`src/rtl/cordic_pkg.sv`:
```
// cordic_pkg: shared CORDIC constants, arctangent table and FSM state type
package cordic_pkg;
  typedef enum logic [1:0] {IDLE, LOAD, ROT, HOLD} state_e;
  localparam int ITER_MAX = 17;
  // atan(2^-i) scaled so that 2^31 = 180 deg
  function automatic logic [31:0] atan_raw(int i);
    case (i)
      0:       return 32'h2000_0000;
      1:       return 32'h12E4_051E;
      2:       return 32'h09FB_385B;
      3:       return 32'h0511_11D4;
      4:       return 32'h028B_0D43;
      5:       return 32'h0145_D7E1;
      6:       return 32'h00A2_F61E;
      7:       return 32'h0051_7C55;
      8:       return 32'h0028_BE53;
      9:       return 32'h0014_5F2F;
      10:      return 32'h000A_2F98;
      11:      return 32'h0005_17CC;
      12:      return 32'h0002_8BE6;
      13:      return 32'h0001_45F3;
      14:      return 32'h0000_A2F9;
      15:      return 32'h0000_517C;
      16:      return 32'h0000_28BE;
      default: return 32'h0;
    endcase
  endfunction
  function automatic logic [31:0] atan_tab(int i, int dsize);
    return 32'((64'(atan_raw(i)) + (64'd1 << (31 - dsize))) >> (32 - dsize));
  endfunction
  function automatic logic [31:0] ang_90(int dsize);
    return 32'd1 << (dsize - 2);
  endfunction
  function automatic int iter_clamp(int n);
    return n < 1 ? 1 : n > ITER_MAX ? ITER_MAX : n;
  endfunction
endpackage

```
`src/rtl/cordic_micro_rotate.sv`:
```
// cordic_micro_rotate: one combinational rotation-mode CORDIC iteration
module cordic_micro_rotate #(
  parameter int W  = 18,
  parameter int ZW = 16
) (
  input  logic [W-1:0]  x_i,
  input  logic [W-1:0]  y_i,
  input  logic [ZW-1:0] z_i,
  input  logic [ZW-1:0] atan_i,
  input  logic [4:0]    sel_i,
  output logic [W-1:0]  x_o,
  output logic [W-1:0]  y_o,
  output logic [ZW-1:0] z_o
);
  logic signed [W-1:0] xsh, ysh;
  logic pos;
  assign xsh = $signed(x_i) >>> sel_i;
  assign ysh = $signed(y_i) >>> sel_i;
  assign pos = ~z_i[ZW-1];
  assign x_o = pos ? x_i - ysh : x_i + ysh;
  assign y_o = pos ? y_i + xsh : y_i - xsh;
  assign z_o = pos ? z_i - atan_i : z_i + atan_i;
endmodule

```
`src/rtl/cordic_iter_rotate.sv`:
```
// cordic_iter_rotate: iterative rotation-mode CORDIC with quadrant pre-rotation
// and a valid/ready handshake on both sides; one micro-rotation per cycle.
module cordic_iter_rotate
  import cordic_pkg::*;
#(
  parameter int DSIZE = 16,
  parameter int ITER  = 16
) (
  input  logic             clock,
  input  logic             rst,
  input  logic             in_valid,
  output logic             in_ready,
  input  logic [DSIZE-1:0] X_in,
  input  logic [DSIZE-1:0] Y_in,
  input  logic [DSIZE-1:0] Z_in,
  output logic             out_valid,
  input  logic             out_ready,
  output logic [DSIZE+1:0] X_out,
  output logic [DSIZE+1:0] Y_out,
  output logic [DSIZE-1:0] Z_out,
  output logic [4:0]       sel_out
);
  localparam int W = DSIZE + 2;
  localparam int ITER_C = iter_clamp(ITER);
  localparam logic [4:0] LAST = 5'(ITER_C - 1);
  localparam logic signed [DSIZE-1:0] Q90 = DSIZE'(ang_90(DSIZE));
  state_e state_q, state_d;
  logic [4:0] cnt_q, cnt_d;
  logic signed [W-1:0] x_q, y_q, x_d, y_d, xe, ye, xp, yp;
  logic signed [DSIZE-1:0] z_q, z_d, zp;
  logic [W-1:0] xr, yr, xo_q, yo_q;
  logic [DSIZE-1:0] zr, zo_q;
  logic [DSIZE-1:0] rom [32];
  logic in_ready_q, in_ready_d, out_valid_q, out_valid_d, acc, fin, hi, lo;
  for (genvar g = 0; g < 32; g++) begin : g_rom
    assign rom[g] = DSIZE'(atan_tab(g, DSIZE));
  end
  assign acc = in_ready_q & in_valid;
  assign fin = state_q == ROT && cnt_q == LAST;
  assign xe = {{2{X_in[DSIZE-1]}}, X_in};
  assign ye = {{2{Y_in[DSIZE-1]}}, Y_in};
  // the angle never leaves +/-180 deg, so it stays DSIZE wide; -180 deg lands in lo
  assign hi = z_q > Q90;
  assign lo = z_q < -Q90;
  assign xp = hi ? -y_q : lo ? y_q : x_q;
  assign yp = hi ? x_q : lo ? -x_q : y_q;
  assign zp = hi ? z_q - Q90 : lo ? z_q + Q90 : z_q;
  cordic_micro_rotate #(.W(W), .ZW(DSIZE)) u_rot (
    .x_i(x_q), .y_i(y_q), .z_i(z_q), .atan_i(rom[cnt_q]), .sel_i(cnt_q),
    .x_o(xr), .y_o(yr), .z_o(zr)
  );
  always_comb begin
    x_d = acc ? xe : state_q == LOAD ? xp : state_q == ROT ? xr : x_q;
    y_d = acc ? ye : state_q == LOAD ? yp : state_q == ROT ? yr : y_q;
    z_d = acc ? Z_in : state_q == LOAD ? zp : state_q == ROT ? zr : z_q;
    cnt_d = state_q == ROT ? cnt_q + 5'd1 : 5'd0;
  end
  always_comb begin
    state_d = state_q;
    case (state_q)
      IDLE:    state_d = acc ? LOAD : IDLE;
      LOAD:    state_d = ROT;
      ROT:     state_d = cnt_q == LAST ? HOLD : ROT;
      default: state_d = out_ready ? IDLE : HOLD;
    endcase
  end
  always_comb begin
    in_ready_d  = state_d == IDLE;
    out_valid_d = state_d == HOLD;
  end
  always_ff @(posedge clock or posedge rst) begin
    if (rst) begin
      state_q     <= IDLE;
      cnt_q       <= '0;
      x_q         <= '0;
      y_q         <= '0;
      z_q         <= '0;
      xo_q        <= '0;
      yo_q        <= '0;
      zo_q        <= '0;
      in_ready_q  <= 1'b0;
      out_valid_q <= 1'b0;
    end else begin
      state_q     <= state_d;
      cnt_q       <= cnt_d;
      x_q         <= x_d;
      y_q         <= y_d;
      z_q         <= z_d;
      in_ready_q  <= in_ready_d;
      out_valid_q <= out_valid_d;
      if (fin) begin
        xo_q <= xr;
        yo_q <= yr;
        zo_q <= zr;
      end
    end
  end
  assign in_ready  = in_ready_q;
  assign out_valid = out_valid_q;
  assign X_out     = xo_q;
  assign Y_out     = yo_q;
  assign Z_out     = zo_q;
  assign sel_out   = LAST;
endmodule

```
`config.mk`:
```
export PLATFORM = sky130hd
export DESIGN_NAME = cordic_iter_rotate
export DESIGN_NICKNAME = d
export VERILOG_FILES = /design/src/rtl/cordic_pkg.sv /design/src/rtl/cordic_micro_rotate.sv /design/src/rtl/cordic_iter_rotate.sv
export SDC_FILE = /design/constraint.sdc
export NUM_CORES = 1
export LEC_CHECK = 0
export CAP_MARGIN = 25
export CORE_MARGIN = 8
export CORE_UTILIZATION = 49
export DETAILED_ROUTE_END_ITERATION = 6
export PLACE_DENSITY = 0.79
export SLEW_MARGIN = 20
export SYNTH_ARGS = -nofsm -noshare
export SYNTH_HDL_FRONTEND = slang
export SYNTH_HIERARCHICAL = 1
export SYNTH_SLANG_ARGS = --single-unit
```
`constraint.sdc`:
```
create_clock -name clock -period 7.2 [get_ports clock]
set_clock_uncertainty 0.15 [all_clocks]
set_input_delay 1.8 -clock clock [delete_from_list [all_inputs] [get_ports clock]]
set_output_delay 1.8 -clock clock [all_outputs]
set_load 0.01 [all_outputs]
```
==> results of run 1 <==
==> per-layer routing <==
metal  share of wire, %  GRT usage (%)
met2                 46          44.31
met3                 11          7.536
met4                5.1          13.42
met1                 37          32.86
met5                  0              0
==> per-stage QoR <==
stage / hold slack (ps) / cell area [sq um] / setup WS [ps]
after global placement: 340.1 / 13050 / 1404
after global routing: 370.4 / 13740 / 754.1
after CTS: 354.5 / 13700 / 1234
after detailed placement: 342.6 / 13050 / 1303
final: 354.4 / 13740 / 1101
after floorplan: 380.2 / 11800 / 1966
==> sequential cells by signal, summed over array words and instances, names as in the netlist <==
name       flops
X_out         18
Y_out         18
x_q           18
y_q           18
Z_out         16
z_q           16
cnt_q          5
state_q        2
in_ready       1
out_valid      1
==> placed cells by master (no fill, tap or decap), types with 8 or more instances in the layout <==
cell type                         synthesis  routed
sky130_fd_sc_hd__or2_2                    9       9
sky130_fd_sc_hd__o41ai_1                 10       9
sky130_fd_sc_hd__clkbuf_16                0      17
sky130_fd_sc_hd__inv_1                   40      39
sky130_fd_sc_hd__nor2_1                 122     122
sky130_fd_sc_hd__mux2_2                  64      64
sky130_fd_sc_hd__xor2_1                  37      37
sky130_fd_sc_hd__nand3_1                 20      20
sky130_fd_sc_hd__dfrtp_1                113     110
sky130_fd_sc_hd__o31ai_1                  8       8
sky130_fd_sc_hd__nor3_1                  52      52
sky130_fd_sc_hd__a31o_2                   8       8
sky130_fd_sc_hd__o21ai_0                 59      59
sky130_fd_sc_hd__or4_1                    8       8
sky130_fd_sc_hd__ha_1                    68      68
sky130_fd_sc_hd__buf_4                   12      26
sky130_fd_sc_hd__or3_1                   18      18
sky130_fd_sc_hd__a211oi_1                18      18
sky130_fd_sc_hd__o21a_1                  17      17
sky130_fd_sc_hd__nor4_1                  11      11
sky130_fd_sc_hd__o22ai_1                 10      10
sky130_fd_sc_hd__a31oi_1                 19      19
sky130_fd_sc_hd__nand2b_1                22      22
sky130_fd_sc_hd__clkdlybuf4s50_1          0     105
sky130_fd_sc_hd__mux4_2                  40      40
sky130_fd_sc_hd__and3_1                  14      14
sky130_fd_sc_hd__a21oi_1                 92      92
sky130_fd_sc_hd__a21o_1                  19      19
sky130_fd_sc_hd__nor2b_1                 14      14
sky130_fd_sc_hd__o211ai_1                12      12
sky130_fd_sc_hd__and2_1                  15      14
sky130_fd_sc_hd__conb_1                   2       8
sky130_fd_sc_hd__nand2_1                 91      90
sky130_fd_sc_hd__xnor2_1                 61      61
sky130_fd_sc_hd__a221oi_1                12      12
sky130_fd_sc_hd__mux2i_1                 50      50
==> worst max-delay path: cells and delay by family (launching register included) <==
kind / cells / cell delay (ps)
xor+xnor: 1 / 150
buf+inv: 1 / 50
simple gates: 5 / 1550
compound gates: 8 / 1670
flops: 1 / 980
mux: 2 / 900
fa+ha+maj: 2 / 470
==> area by class of cell <==
| type | instances | area (sq um) | share of cell area [%] |
|---|---|---|---|
| timing repair buffer | 134 | 1279 | 9.309 |
| sequential | 113 | 2831 | 20.61 |
| clock buffer | 19 | 442.9 | 3.224 |
| multi-input combinational | 1104 | 8419 | 61.29 |
| inverter | 41 | 156.4 | 1.139 |
| clock inverter | 13 | 209.0 | 1.521 |
| tap | 319 | 399.1 | 2.906 |
==> final timing paths <==
kind	startpoint	to	slack, ps
setup / recovery	cnt_q[2]	y_q[14]	1100
hold / removal	Y_out[6]	Y_out[6]	350
setup reg to reg	cnt_q[2]	y_q[14]	1100
hold reg to reg	Y_out[6]	Y_out[6]	350
max in group asynchronous	rst	y_q[6]	3950
min in group asynchronous	rst	Z_out[15]	1750
==> kinds of logic after synthesis <==
logic type	after synthesis	share of synthesized area (%)
other cells	2	0.06379
flops	113	24.02
xor+xnor	98	7.290
mux	155	18.21
compound gates	344	19.75
simple gates	428	18.16
buf+inv	124	4.771
fa+ha+maj	71	7.737
==> results.cfg, run 1 <==
[global_routing]
pin_count_of_the_biggest_net_entering_global_routing = 64
grt.total_usage_pct = 27.26
first_pass_grt_wire_length_mm = 62.79
global_route.overflow_total = 0
first_global_vias = 11274
antenna_found_initial = 0

[setup_path]
worst_setup_path_start_kind = flop
worstPathCellList = mux4_2 -> mux2i_1 -> o221a_2 -> ha_1 -> inv_1 -> nor4_2 -> nand4_1 -> nor2b_1 -> a2bb2oi_1 -> o21a_1 -> ha_1 -> and3_1 -> o211a_1 -> o31a_1 -> o21ai_0 -> xnor2_1 -> or3_1 -> o21ai_0 -> a221oi_2
ff2ff_path_depth = 19
timing.critical_path.arrival_ps = 6210
crit_required_ps = 7320
worst_path_largest_cell_delay_ps = 980
end_kind = flop
timing.setup.critical_path_class = flop to flop
maximum_fanout_count_along_the_critical_path = 47
critical_path.slowest_cell = sky130_fd_sc_hd__dfrtp_2

[min_path]
worstHoldPathType = flop to flop
hold_path_depth = 1

[finish]
final_net_count = 1534
fin_util_pct = 58.35
post_route_cells_drive_above_1_share_pct = 14.47
layout.filler_cells = 2061
final_cells = 1743
num_antenna_cells = 0
area_delta_synth_final_pct = 16.67

[synth]
number_of_synthesized_flops_with_an_enable_pin = 0
yosys.cell_types.count = 79
synth_ff_type = sky130_fd_sc_hd__dfrtp_1
synth_commonest_cells = sky130_fd_sc_hd__nor2_1, sky130_fd_sc_hd__dfrtp_1, sky130_fd_sc_hd__a21oi_1
synth_area_sq_mm = 0.01177
synthesis.yosys.warnings = 6
synth.largest_area_cell = sky130_fd_sc_hd__dfrtp_1
yosys-top-cells-area = sky130_fd_sc_hd__dfrtp_1, sky130_fd_sc_hd__mux4_2, sky130_fd_sc_hd__ha_1
postSynth.asyncResetShare_pct = 100.0
postSynthAreaPerCell_sq_um = 8.819
most_repeated_cell_in_the_gate_level_netlist_after_synthesis = sky130_fd_sc_hd__nor2_1
syn-instance-count = 1335
part_of_the_yosys_area_used_for_sequential_elements_pct = 24.02
synth_top_cell_area_share_pct = 24.02
synth-seq-cells = 113

[die]
rows = 56
io-pin-count = 111
die-height_um = 171.0
dieWidth_um = 171.0
coreArea_sq_mm = 0.02354
floorplan.die_area_sq_mm = 0.02924
initial_utilization_pct = 50.01

[clock_tree]
cts-resized-gates = 0
cts.reportedPaths.clkPinSlew_ps = 60
clock_latency_ps = 420
cts_setup_buffers = 0
tritoncts.num_buffers = 17
clock-root-buffer = sky130_fd_sc_hd__clkbuf_16
clock_sink_count = 113
cts_hold_repair.buffers = 0
cts_buffer_depth = 2
cts.htree.levels = 4
tritoncts_clock_tree = done

[detailed_routing]
num_vias = 11471
antenna_violation_net_count_after_detailed_routing = 0
detail_route.wirelength_mm = 39.90
drt_pass_1_iters = 5
detail_route.vias_per_cell = 6.581
drc_errors = 0
wire_per_inst_um = 22.89
drt_first_iter_violations = 1239

[placed_design]
dpl.hpwl_mm = 28.48
placement.io_buffers = 105
place_inst = 1708
gpl.final_weighted_congestion = 0.9568

[sta]
final_critical_path_required_period_ps = 6099
max-slew-margin-rel_pct = 32.46
report.final.slew_viol_count = 0
final_min_period_over_clock_period_pct = 84.71
fin_setup_tns_ps = 0
final-hold-violation-count = 0
setup_viol = 0
rsz_0062_raised_after_global_routing = no
achievable_freq_mhz = 164.0
timing_worst_slew_pin_value_ps = 1004

[run_status]
outcome = complete, no violations

[job]
drv_cap = 0
Power of run 1 is not shown: default switching activity piles up to over one toggle a cycle in this logic, so the estimate is an artifact.
==> run 2: changes to the inputs <==
==> constraint.sdc (replaced) <==
create_clock -name clock -period 6.3 [get_ports clock]
set_clock_uncertainty 0.15 [all_clocks]
set_input_delay 1.575 -clock clock [delete_from_list [all_inputs] [get_ports clock]]
set_output_delay 1.575 -clock clock [all_outputs]
set_load 0.01 [all_outputs]
==> run 2 against run 1 <==
Compared with the run above:
- fmax up 3.7%
- first-iteration DRC count up 11%
- count of clock-buffer cells in the layout up 3
- routed wire length up 2.0%
- cell count up 0.75%
- hold slack worse by 2.9 ps
- non-clock buffer count up 13
- final area up 0.50%
- global-route usage up 0.58 points
- sequential share of layout area down 0.10 points
- setup slack worse by 680 ps
- critical endpoint unchanged
- largest cell class unchanged
==> results.cfg, run 2 (synthesized netlist as in run 1, its figures left out) <==
[finish]
final_net_count = 1547
area_delta_synth_final_pct = 17.26
most_common_cell_after_layout_fill_and_taps_aside = sky130_fd_sc_hd__nor2_1
post_route_cells_drive_above_1_share_pct = 15.18
mostFrequentLayoutCells = sky130_fd_sc_hd__nor2_1, sky130_fd_sc_hd__dfrtp_1, sky130_fd_sc_hd__clkdlybuf4s50_1
layout.filler_cells = 2071

[setup_path]
cell_type_with_the_highest_occurrence_count_on_the_critical_path = sky130_fd_sc_hd__or3_1
maximum_fanout_count_along_the_critical_path = 22
buf_inv_on_cp = 1
critical_path.reg2reg.endpoint = y_q[14]
rrSetupSlack_ps = 420
critical_path.slowest_cell = sky130_fd_sc_hd__dfrtp_2
worst_setup_path_start_kind = flop
timing.critical_path.arrival_ps = 5980
worst_path_dominant_cell_family = compound AO/OA/AOI/OAI gates
ff2ff_path_depth = 19
crit_required_ps = 6400
end_kind = flop
timing.setup.critical_path_class = flop to flop
reg2reg_from = cnt_q[0]
worstPathCellList = buf_4 -> mux4_2 -> mux2i_4 -> o221ai_2 -> or3_1 -> nor2_1 -> nand2_1 -> mux2i_1 -> a22oi_1 -> ha_1 -> a21o_1 -> or3_1 -> o211a_1 -> o31a_1 -> o21ai_0 -> xnor2_1 -> or3_1 -> o21ai_0 -> a221oi_2
worst_path_largest_cell_delay_ps = 720

[min_path]
timing.hold.worst.start = X_out[7]
worstHoldPathType = flop to flop
hold_path_depth = 1
min_delay_worst_endpoint = X_out[7]

[sta]
max-slew-margin-rel_pct = 29.73
rsz_0062_raised_after_global_routing = no
report.final.slew_viol_count = 0
setup_viol = 0
setup_ws_ps = 417.5
final_critical_path_required_period_ps = 5882
final-hold-violation-count = 0
fin_setup_tns_ps = 0
achievable_freq_mhz = 170.0
final_min_period_over_clock_period_pct = 93.37
timing_worst_slew_pin_value_ps = 1054

[detailed_routing]
antenna_violation_net_count_after_detailed_routing = 0
drc_errors = 0
num_vias = 11653
drt_pass_1_iters = 5
drt_first_iter_violations = 1380
wire_per_inst_um = 23.17
detail_route.wirelength_mm = 40.69
detail_route.vias_per_cell = 6.636

[clock_tree]
cts_hold_repair.buffers = 0
clock_sink_count = 113
cts_buffer_depth = 2
clock-root-buffer = sky130_fd_sc_hd__clkbuf_16
cts-resized-gates = 0
cts_setup_buffers = 0
clock_latency_ps = 420
tritoncts_clock_tree = done
cts.htree.levels = 4
cts.reportedPaths.clkPinSlew_ps = 60
tritoncts.num_buffers = 17

[job]
drv_cap = 0

[die]
die-height_um = 171.0
rows = 56
dieWidth_um = 171.0
coreArea_sq_mm = 0.02354
initial_utilization_pct = 50.01
io-pin-count = 111
floorplan.die_area_sq_mm = 0.02924

[global_routing]
first_pass_grt_wire_length_mm = 63.84
global_route.overflow_total = 0
pin_count_of_the_biggest_net_entering_global_routing = 52
grt.total_usage_pct = 27.84
first_global_vias = 11366
antenna_found_initial = 0

[run_status]
outcome = complete, no violations

[placed_design]
gpl.final_weighted_congestion = 0.9730
detailedPlace.worstSlack_ps = 549.6
dpl.hpwl_mm = 29.94
placement.io_buffers = 105
## run 2: cell type report
cell class / instances / area [sq um] / area share [%]
multi-input cells: 1104 / 8419 / 60.98
inverters: 41 / 156.4 / 1.133
well taps: 319 / 399.1 / 2.891
clock inverters: 9 / 107.6 / 0.7794
diodes: 1 / 2.502 / 0.01813
flip-flops and latches: 113 / 2831 / 20.51
repair buffers: 147 / 1415 / 10.25
clock buffers: 22 / 474.2 / 3.435
## run 2: worst max path at each step
stage	from	to	slack, ps	cells after the start
final	cnt_q[0]	y_q[14]	420	19
after global routing	cnt_q[4]	x_q[17]	110	19
after CTS	cnt_q[0]	y_q[14]	500	19
after detailed placement	cnt_q[0]	y_q[17]	550	20
after global placement	cnt_q[2]	y_q[14]	720	18
after floorplan	cnt_q[0]	y_q[14]	1070	24
## run 2: per-stage QoR
stage | area (sq um) | std cells | utilization (%) | hold WS (ps)
6_report | 13810 | 1756 | 58.64 | 351.6
5_1_grt | 13800 | 1755 | 58.63 | 365.1
4_1_cts | 13790 | 1754 | 58.58 | 354.0
3_5_place_dp | 13210 | 1723 | 56.11 | 342.5
3_3_place_gp | 13180 | 1722 | 55.99 | 339.5
2_1_floorplan | 11800 | 1341 | - | 380.2
## run 2: metal layers
metal	GRT usage, %	vias up	share of wire (%)	wire length (um)
li1	-	5150	-	-
met1	34.34	5591	39	15710
met2	43.79	729	45	18270
met3	7.467	183	10	4236
met4	15.16	0	6.1	2475
met5	0	-	0	0
Power of run 2 is left out for the same reason.
